$ cat src/rtl/led_seq_ctrl.sv
// ============================================================================
// led_seq_ctrl : command-driven 16-bit LED pattern sequencer (ROTL/ROTR/BOUNCE/BLINK)
// Rev 1.0 : initial release
// ============================================================================
`default_nettype none

module led_seq_ctrl #(
  parameter int CNT_W      = 32,
  parameter int DEF_PERIOD = 5000000
) (
  input  logic             clk,
  input  logic             rst,
  input  logic             start,
  input  logic             stop,
  input  logic             pause,
  input  logic             cmd_valid,
  output logic             cmd_ready,
  input  logic [1:0]       cmd_mode,
  input  logic [CNT_W-1:0] cmd_period,
  output logic [15:0]      ledr,
  output logic             step,
  output logic [1:0]       cur_mode,
  output logic             running
);

  typedef enum logic [1:0] {
    IDLE  = 2'd0,
    RUN   = 2'd1,
    PAUSE = 2'd2,
    APPLY = 2'd3
  } state_t;

  localparam logic DIR_LEFT  = 1'b0;
  localparam logic DIR_RIGHT = 1'b1;

  state_t           state_q;
  logic [15:0]      ledr_q;
  logic [15:0]      ledr_d;
  logic             dir_q;
  logic             dir_d;
  logic [1:0]       mode_q;
  logic [CNT_W-1:0] period_q;
  logic [CNT_W-1:0] count_q;
  logic [1:0]       hold_mode_q;
  logic [CNT_W-1:0] hold_period_q;
  logic             step_q;
  logic             accept;

  assign cmd_ready = (state_q != APPLY);
  assign accept    = cmd_valid && cmd_ready;
  assign ledr      = ledr_q;
  assign step      = step_q;
  assign cur_mode  = mode_q;
  assign running   = (state_q == RUN);

  // Pattern that the next tick would produce in the current mode
  always_comb begin
    ledr_d = ledr_q;
    dir_d  = dir_q;
    case (mode_q)
      2'd0: ledr_d = {ledr_q[14:0], ledr_q[15]};
      2'd1: ledr_d = {ledr_q[0], ledr_q[15:1]};
      2'd2: begin
        if (dir_q == DIR_LEFT) begin
          if (ledr_q[15]) begin
            dir_d  = DIR_RIGHT;
            ledr_d = ledr_q >> 1;
          end else begin
            ledr_d = ledr_q << 1;
          end
        end else begin
          if (ledr_q[0]) begin
            dir_d  = DIR_LEFT;
            ledr_d = ledr_q << 1;
          end else begin
            ledr_d = ledr_q >> 1;
          end
        end
      end
      default: ledr_d = ~ledr_q;
    endcase
  end

  always_ff @(posedge clk) begin
    if (!rst) begin
      state_q       <= IDLE;
      ledr_q        <= 16'h0001;
      dir_q         <= DIR_LEFT;
      mode_q        <= 2'd0;
      period_q      <= CNT_W'(DEF_PERIOD);
      count_q       <= '0;
      hold_mode_q   <= 2'd0;
      hold_period_q <= '0;
      step_q        <= 1'b0;
    end else begin
      step_q <= 1'b0;
      if (accept) begin
        hold_mode_q   <= cmd_mode;
        hold_period_q <= cmd_period;
      end
      case (state_q)
        IDLE: begin
          if (accept)     state_q <= APPLY;
          else if (start) state_q <= RUN;
        end
        RUN: begin
          if (accept) begin
            state_q <= APPLY;
          end else if (stop) begin
            state_q <= IDLE;
            count_q <= '0;
          end else if (pause) begin
            state_q <= PAUSE;
          end else if (count_q >= period_q) begin
            count_q <= '0;
            ledr_q  <= ledr_d;
            dir_q   <= dir_d;
            step_q  <= 1'b1;
          end else begin
            count_q <= count_q + 1'b1;
          end
        end
        PAUSE: begin
          if (accept) begin
            state_q <= APPLY;
          end else if (stop) begin
            state_q <= IDLE;
            count_q <= '0;
          end else if (!pause) begin
            state_q <= RUN;
          end
        end
        default: begin
          mode_q   <= hold_mode_q;
          period_q <= hold_period_q;
          count_q  <= '0;
          dir_q    <= DIR_LEFT;
          ledr_q   <= (hold_mode_q == 2'd3) ? 16'hFFFF : 16'h0001;
          state_q  <= RUN;
        end
      endcase
    end
  end

endmodule

`default_nettype wire

$ cat config.mk
export PLATFORM = sky130hd
export DESIGN_NAME = led_seq_ctrl
export DESIGN_NICKNAME = d
export VERILOG_FILES = /design/src/rtl/led_seq_ctrl.sv
export SDC_FILE = /design/constraint.sdc
export NUM_CORES = 1
export LEC_CHECK = 0
export ABC_AREA = 1
export CAP_MARGIN = 10
export CORE_ASPECT_RATIO = 0.9
export CORE_MARGIN = 10
export CORE_UTILIZATION = 30
export DETAILED_ROUTE_END_ITERATION = 16
export DONT_BUFFER_PORTS = 1
export GPL_TIMING_DRIVEN = 1
export HOLD_SLACK_MARGIN = 0.06
export PLACE_DENSITY_LB_ADDON = 0.08
export SKIP_LAST_GASP = 1
export SLEW_MARGIN = 5
export SYNTH_ARGS = -nofsm -noshare
export SYNTH_HDL_FRONTEND = slang
export SYNTH_SLANG_ARGS = --single-unit
$ cat constraint.sdc
create_clock -name clk -period 1.74 [get_ports clk]
set_input_delay 0.087 -clock clk [delete_from_list [all_inputs] [get_ports clk]]
set_output_delay 0.087 -clock clk [all_outputs]
set_load 0.005 [all_outputs]
==> impl_metrics.csv, run 1 <==
group,metric,value,unit
status,status,"complete, but fails checks",
status,failed_checks,"hold timing, setup timing",
drt,drc,0,
min_path,holdCritPathClass,"input pin to register",
sta,clock_skew,0.009476,ns
worst_setup_path,cp_num_buf_inv,2,
clock_network,htreeDepth,4,
clock_network,clk_path_buf_depth,2,
cells_and_area,nets,1087,
logic_synthesis,synth_fp_nets,965,
global_route,grt.overflow.total,0,
place,place_congestion,0.8076,
global_route,grt_pass1_wl,31060,µm
cells_and_area,fill_cells,2148,
drt,dr.pass1.iters,4,
logic_synthesis,synth.distinct_cells,43,
power,internal_power,0.005720,W
clock_network,tritoncts,"yes",
logic_synthesis,syn-cell-area,6306,µm²
global_route,grt_max_degree,92,
power,switchingPower,0.002085,W
logic_synthesis,yosysTopAreaCell,"dfxtp_1",
place,place_ws,-0.2878,ns
worst_setup_path,startpoint_type,"register",
cells_and_area,num_antenna_cells,0,
clock_network,clkLatencyLatePin,0.42,ns
floorplanning,chipWidth,172.8,µm
power,ir_worst_vdd,0.0004937,V
place,io_buffers,0,
worst_setup_path,endpoint_kind,"register",
worst_setup_path,path_cells,"ha_4 > a21oi_2 > o21ai_0 > a21oi_1 > nand2_2 > nand2_4 > nand2_2 > inv_2 > nand2_4 > nand2_4 > nand2_4 > clkbuf_16 > nor2_1",
global_route,antenna_found_initial,0,
logic_synthesis,synth.most_common_cell,"nor2_1",
floorplanning,die_y,157.5,µm
cells_and_area,instances_no_fill,1313,
cells_and_area,drive_above_1_share,0.3233,
worst_setup_path,crit_type,"register to register",
logic_synthesis,syn-mean-instance-area,7.070,µm²
logic_synthesis,synthCells,892,
power,seqPwrFrac,0.385,
place,hpwl,13420,µm
worst_setup_path,crit_family,"simple AND/OR/NAND/NOR gates",
floorplanning,start_util,0.3045,
worst_setup_path,cp.required,2.09,ns
sta,setup_viol,48,
power,p_leak,3.769,nW
clock_network,ctsRootBufferMaster,"clkbuf_16",
drt,postRouteAntennaNets,0,
logic_synthesis,synth_edf_count,0,
drt,via_per_inst,4.651,
cells_and_area,seq_area,2444,µm²
worst_setup_path,crit_path_top_delay_cell,"dfxtp_1",
run,maxCapViolCount,0,
place,dp.cells,1240,
floorplanning,core_area,20710,µm²
power,clkPwrFrac,0.478,
floorplanning,num_rows,50,
worst_setup_path,critPathMaxStageDelay,0.42,ns
sta,rsz0062_at_grt,"yes",
clock_network,clock-sinks,120,
clock_network,cts_hold_repair.buffers,19,
logic_synthesis,netlist_top_cells_count,"161 x nor2_1, 144 x nand2_1, 120 x dfxtp_1, 82 x inv_1, 73 x a21oi_1",
worst_setup_path,cp_max_fo,7,
sta,relSlewSlack,0.5291,
sta,fin_crit_sh,1.089,
logic_synthesis,synth_top_cell_area_share,0.3810,
logic_synthesis,synth_seq_area_share,0.3810,
cells_and_area,synthToLayoutAreaGrowth,43.47,%
logic_synthesis,synth_area_leaders,"dfxtp_1 38%, nor2_1 9.6%, nand2_1 8.6%",
worst_setup_path,path_common_cell,"nand2_4",
drt,routed_wl,19600,µm
worst_setup_path,worst_ep_arrival_time,2.25,ns
floorplanning,die-area,27230,µm²
global_route,grt_pass1_vias,5715,
clock_network,cts_made_buffers,17,
cells_and_area,multi_input_area,4029,µm²
sta,slew_viol_final,0,
sta,whs,-0.2072,ns
clock_network,clkTransAtPathRegs,0.06,ns
sta,tightest_slew,0.7056,ns
power,powerDensity,862.7,nW/µm²
power,switching_share,0.2671,
logic_synthesis,ys_warn_count,0,
floorplanning,io_pins,61,
global_route,grt_use_total,0.1422,
sta,fin_crit,1.895,ns
drt,vias,6107,
sta,clock.fmax,0.5276,GHz
sta,setup_ws,-0.1553,ns
logic_synthesis,ys_async_sr_fraction,0,
logic_synthesis,yosys_register_bits,120,
logic_synthesis,dominantRegCellSynth,"dfxtp_1",
drt,wl_per_cell,14.93,µm
sta,finalHoldViolCount,75,
drt,drtIter0Drc,349,
power,pwr-share-comb,0.137,
## cell families (layout without fill, tap and decap cells)
group           count (synthesis)  in the layout  synth area share
fa+ha+maj                      33             33           0.06548
flops                         120            120            0.3810
compound gates                175            175            0.1534
simple gates                  416            416            0.2881
xor+xnor                       20             20           0.02778
buf+inv                       128            263           0.08433
## area by class of cell
class,count,share of cell area
Sequential cell,120,0.2701
Tap cell,286,0.03955
Timing Repair Buffer,145,0.1398
Multi-Input combinational cell,644,0.4453
Inverter,86,0.03651
Clock inverter,13,0.01867
Clock buffer,19,0.05006
## layer usage
metal,vias to the layer above,wire length [µm],GRT usage
met1,2806,9524,0.1872
met3,22,732,0.02922
met5,-,0,0
met2,99,9084,0.2283
met4,0,261,0.04635
li1,3180,-,-
## path summary, 6_finish.rpt
kind / from / end / slack, ns / cells past startpoint
worst min-delay path: rst / ledr[0]$_SDFFE_PN1P_ / -0.21 / 1
worst min register to register: period_q[12]$_SDFFE_PN0P_ / period_q[12]$_SDFFE_PN0P_ / 0.46 / 2
worst max-delay path: count_q[15]$_SDFFE_PN0P_ / count_q[2]$_SDFFE_PN0P_ / -0.16 / 13
worst max register to register: count_q[15]$_SDFFE_PN0P_ / count_q[2]$_SDFFE_PN0P_ / -0.16 / 13
## sequential cells by signal (all words and copies together), names as in the netlist
signal / flops
dir_q: 1
count_q: 32
step: 1
state_q: 2
cur_mode: 2
hold_period_q: 32
period_q: 32
ledr: 16
hold_mode_q: 2
## what timing repair did
item | 4_1_cts | 5_1_grt
resized for setup | 18 | 157
endpoints found under the hold margin | 119 | 96
pin swaps | 9 | 66
endpoints found under the setup margin | 50 | 96
gates cloned | 0 | 3
setup buffers | 12 | 11
## cell usage in the layout, fill, tap and decap left out, drive strengths merged, types with 2 or more instances in the layout
master and instances:
nand2 151, nand3 56, a21o 2, xor2 17, o21ai 68, ha 33, xnor2 3, dfxtp 120
clkinv 9, bufinv 3, o21a 2, buf 123, nand4 20, o211ai 23, a21oi 74, clkbuf 22
nor3 13, inv 86, dlygate4sd3 19, or2 8, nor2 165
## through the flow
stage	utilization	total power, W	setup TNS (ns)	hold WS, ns	cell area (µm²)
after CTS	0.4001	0.007734	-7.820	-0.2535	8285
after global routing	0.4369	0.008166	-11.52	-0.2396	9047
after detailed placement	0.3532	0.003896	-10.72	0.1897	7315
final	0.4369	0.007805	-5.503	-0.2072	9047
after floorplan	-	0.003615	0	0.2504	6351
after global placement	0.3532	0.003896	-10.89	0.1984	7315
## power by group through the flow
stage               clock [W]  combinational [W]  sequential [W]
floorplan                   0           0.000584         0.00303
global placement            0           0.000836         0.00306
detailed placement          0           0.000835         0.00306
CTS                   0.00381           0.000920         0.00300
global route          0.00394            0.00121         0.00302
finish                0.00373            0.00107         0.00300
(Power assumes the default switching activity.)
==> inputs of run 2 (changes only) <==
Settings changed: CTS_BUF_LIST set to sky130_fd_sc_hd__clkbuf_16.
==> run 2 against run 1 <==
Effect of this change: the run still ends with hold timing, setup timing left; fmax down 0.90%; sequential power hardly changed; clock skew fell by 0.0021 ns; largest cell class unchanged; die area unchanged; hold slack got worse by 0.0014 ns; cell count about the same; register-to-register slack lost 0.02 ns; routed wire length is 0.92% higher; critical path depth is 3 lower; global-route usage hardly changed; flip-flop and latch count is the same.
==> impl_metrics.csv, run 2 (synthesis results as in run 1) <==
group,metric,value,unit
sta,whs,-0.2086,ns
sta,slew_viol_final,0,
clock_network,tritoncts,"yes",
place,io_buffers,0,
drt,drc,0,
sta,clock.fmax,0.5229,GHz
cells_and_area,instances_no_fill,1314,
cells_and_area,final_common_cell,"nor2_1",
floorplanning,core_area,20710,µm²
floorplanning,die-area,27230,µm²
sta,clock_skew,0.007413,ns
worst_setup_path,crit_family,"compound AO/OA/AOI/OAI gates",
worst_setup_path,crit_path_top_delay_cell,"dfxtp_1",
drt,drtIter0Drc,310,
sta,setup_ws,-0.1725,ns
drt,routed_wl,19780,µm
power,switching_share,0.2710,
cells_and_area,drive_above_1_share,0.3337,
run,maxCapViolCount,0,
global_route,grt.overflow.total,0,
clock_network,clock-sinks,120,
worst_setup_path,worst_ep_arrival_time,2.22,ns
power,switchingPower,0.002098,W
place,dp.cells,1240,
sta,rsz0062_at_grt,"yes",
global_route,grt_pass1_vias,5699,
clock_network,htreeDepth,4,
cells_and_area,final_area,9097,µm²
sta,tightest_slew,0.7247,ns
worst_setup_path,endpoint_kind,"register",
floorplanning,num_rows,50,
place,hpwl,13420,µm
clock_network,clkTransAtPathRegs,0.06,ns
floorplanning,io_pins,61,
sta,setup_viol,49,
power,ir_worst_vdd,0.0004938,V
worst_setup_path,critPathMaxStageDelay,0.42,ns
min_path,holdCritPathClass,"input pin to register",
worst_setup_path,crit_type,"register to register",
global_route,grt_pass1_wl,31020,µm
worst_setup_path,path_common_cell,"a21oi_1",
sta,fin_crit_sh,1.099,
power,seqPwrFrac,0.388,
drt,dr.pass1.iters,5,
floorplanning,start_util,0.3045,
floorplanning,die_y,157.5,µm
clock_network,clkLatencyLatePin,0.42,ns
clock_network,cts_hold_repair.buffers,19,
power,p_leak,3.779,nW
worst_setup_path,cp.required,2.05,ns
cells_and_area,layout_common_cells,"132 x nor2_1, 123 x nand2_1, 112 x buf_4",
floorplanning,chipWidth,172.8,µm
worst_setup_path,startpoint_type,"register",
drt,wl_per_cell,15.05,µm
cells_and_area,reg_top3,"count_q x32, hold_period_q x32, period_q x32",
worst_setup_path,path_cells,"ha_4 > a21oi_2 > o21ai_0 > a21oi_1 > nand2_2 > nand2_4 > nand3_4 > clkbuf_16 > a21oi_1 > nor2_1",
worst_setup_path,cp_num_buf_inv,1,
drt,via_per_inst,4.661,
drt,postRouteAntennaNets,0,
cells_and_area,nets,1088,
global_route,grt_use_total,0.1420,
cells_and_area,num_antenna_cells,0,
sta,finalHoldViolCount,75,
place,placed_area,7315,µm²
cells_and_area,synthToLayoutAreaGrowth,44.27,%
power,clkPwrFrac,0.469,
clock_network,clk_path_buf_depth,2,
clock_network,ctsRootBufferMaster,"clkbuf_16",
global_route,grt_max_degree,92,
sta,relSlewSlack,0.5164,
drt,vias,6124,
power,internal_power,0.005645,W
power,powerDensity,851.1,nW/µm²
status,failed_checks,"hold timing, setup timing",
power,pwr-share-comb,0.143,
status,status,"complete, but fails checks",
clock_network,cts_made_buffers,17,
worst_setup_path,cp_max_fo,8,
global_route,antenna_found_initial,0,
place,place_congestion,0.8076,
sta,fin_crit,1.912,ns
[run 2: changes by cell type in the layout (fill, tap and decap cells not counted)]
cell,change
nand3_1,-6
nand2_1,-2
a21oi_1,-4
buf_8,+1
nand2_4,+1
nand3_2,+6
a21oi_2,+4
nand2_2,+1
clkinv_1,+2
clkbuf_8,-2
[run 2: area by class of cell]
class,instances,area (µm²)
Inverter,86,330.3
Clock buffer,17,425.4
Tap cell,286,357.8
Multi-Input combinational cell,644,4084
Sequential cell,120,2444
Timing Repair Buffer,146,1280
Clock inverter,15,176.4
Fill cell,2150,11610
[run 2: per-layer routing]
metal	GRT usage	up-vias	routed length, µm
met3	0.02922	21	826
met1	0.1874	2823	9610
li1	-	3178	-
met4	0.04635	0	242
met2	0.2276	102	9102
met5	0	-	0
[run 2: stage by stage]
step                setup TNS (ns)  setup slack [ns]  utilization  power [W]
global placement            -10.89           -0.3075       0.3532   0.003896
global route                -11.65           -0.2803       0.4393   0.008099
floorplan                        0          0.001791            -   0.003615
CTS                         -7.801           -0.2228       0.3992   0.007638
detailed placement          -10.72           -0.2878       0.3532   0.003896
finish                      -6.010           -0.1725       0.4393   0.007743
[run 2: worst paths after layout]
check	start	slack (ns)	end	cells past startpoint
max	count_q[15]$_SDFFE_PN0P_	-0.17	ledr[1]$_SDFFE_PN0P_	10
min reg2reg	period_q[12]$_SDFFE_PN0P_	0.46	period_q[12]$_SDFFE_PN0P_	2
max reg2reg	count_q[15]$_SDFFE_PN0P_	-0.17	ledr[1]$_SDFFE_PN0P_	10
min	rst	-0.21	period_q[8]$_SDFFE_PN1P_	1
[run 2: power groups by stage]
stage          combinational [W]  clock (W)  sequential [W]
3_5_place_dp            0.000835          0         0.00306
6_report                 0.00110    0.00363         0.00301
5_1_grt                  0.00124    0.00384         0.00302
2_1_floorplan           0.000584          0         0.00303
3_3_place_gp            0.000836          0         0.00306
4_1_cts                 0.000920    0.00372         0.00300
[run 2: what timing repair did]
action | CTS | global route
setup buffers | 12 | 11
setup endpoints to repair | 50 | 96
endpoints found under the hold margin | 119 | 96
cloned | 0 | 4
pin swaps | 9 | 75
resized for setup | 18 | 171
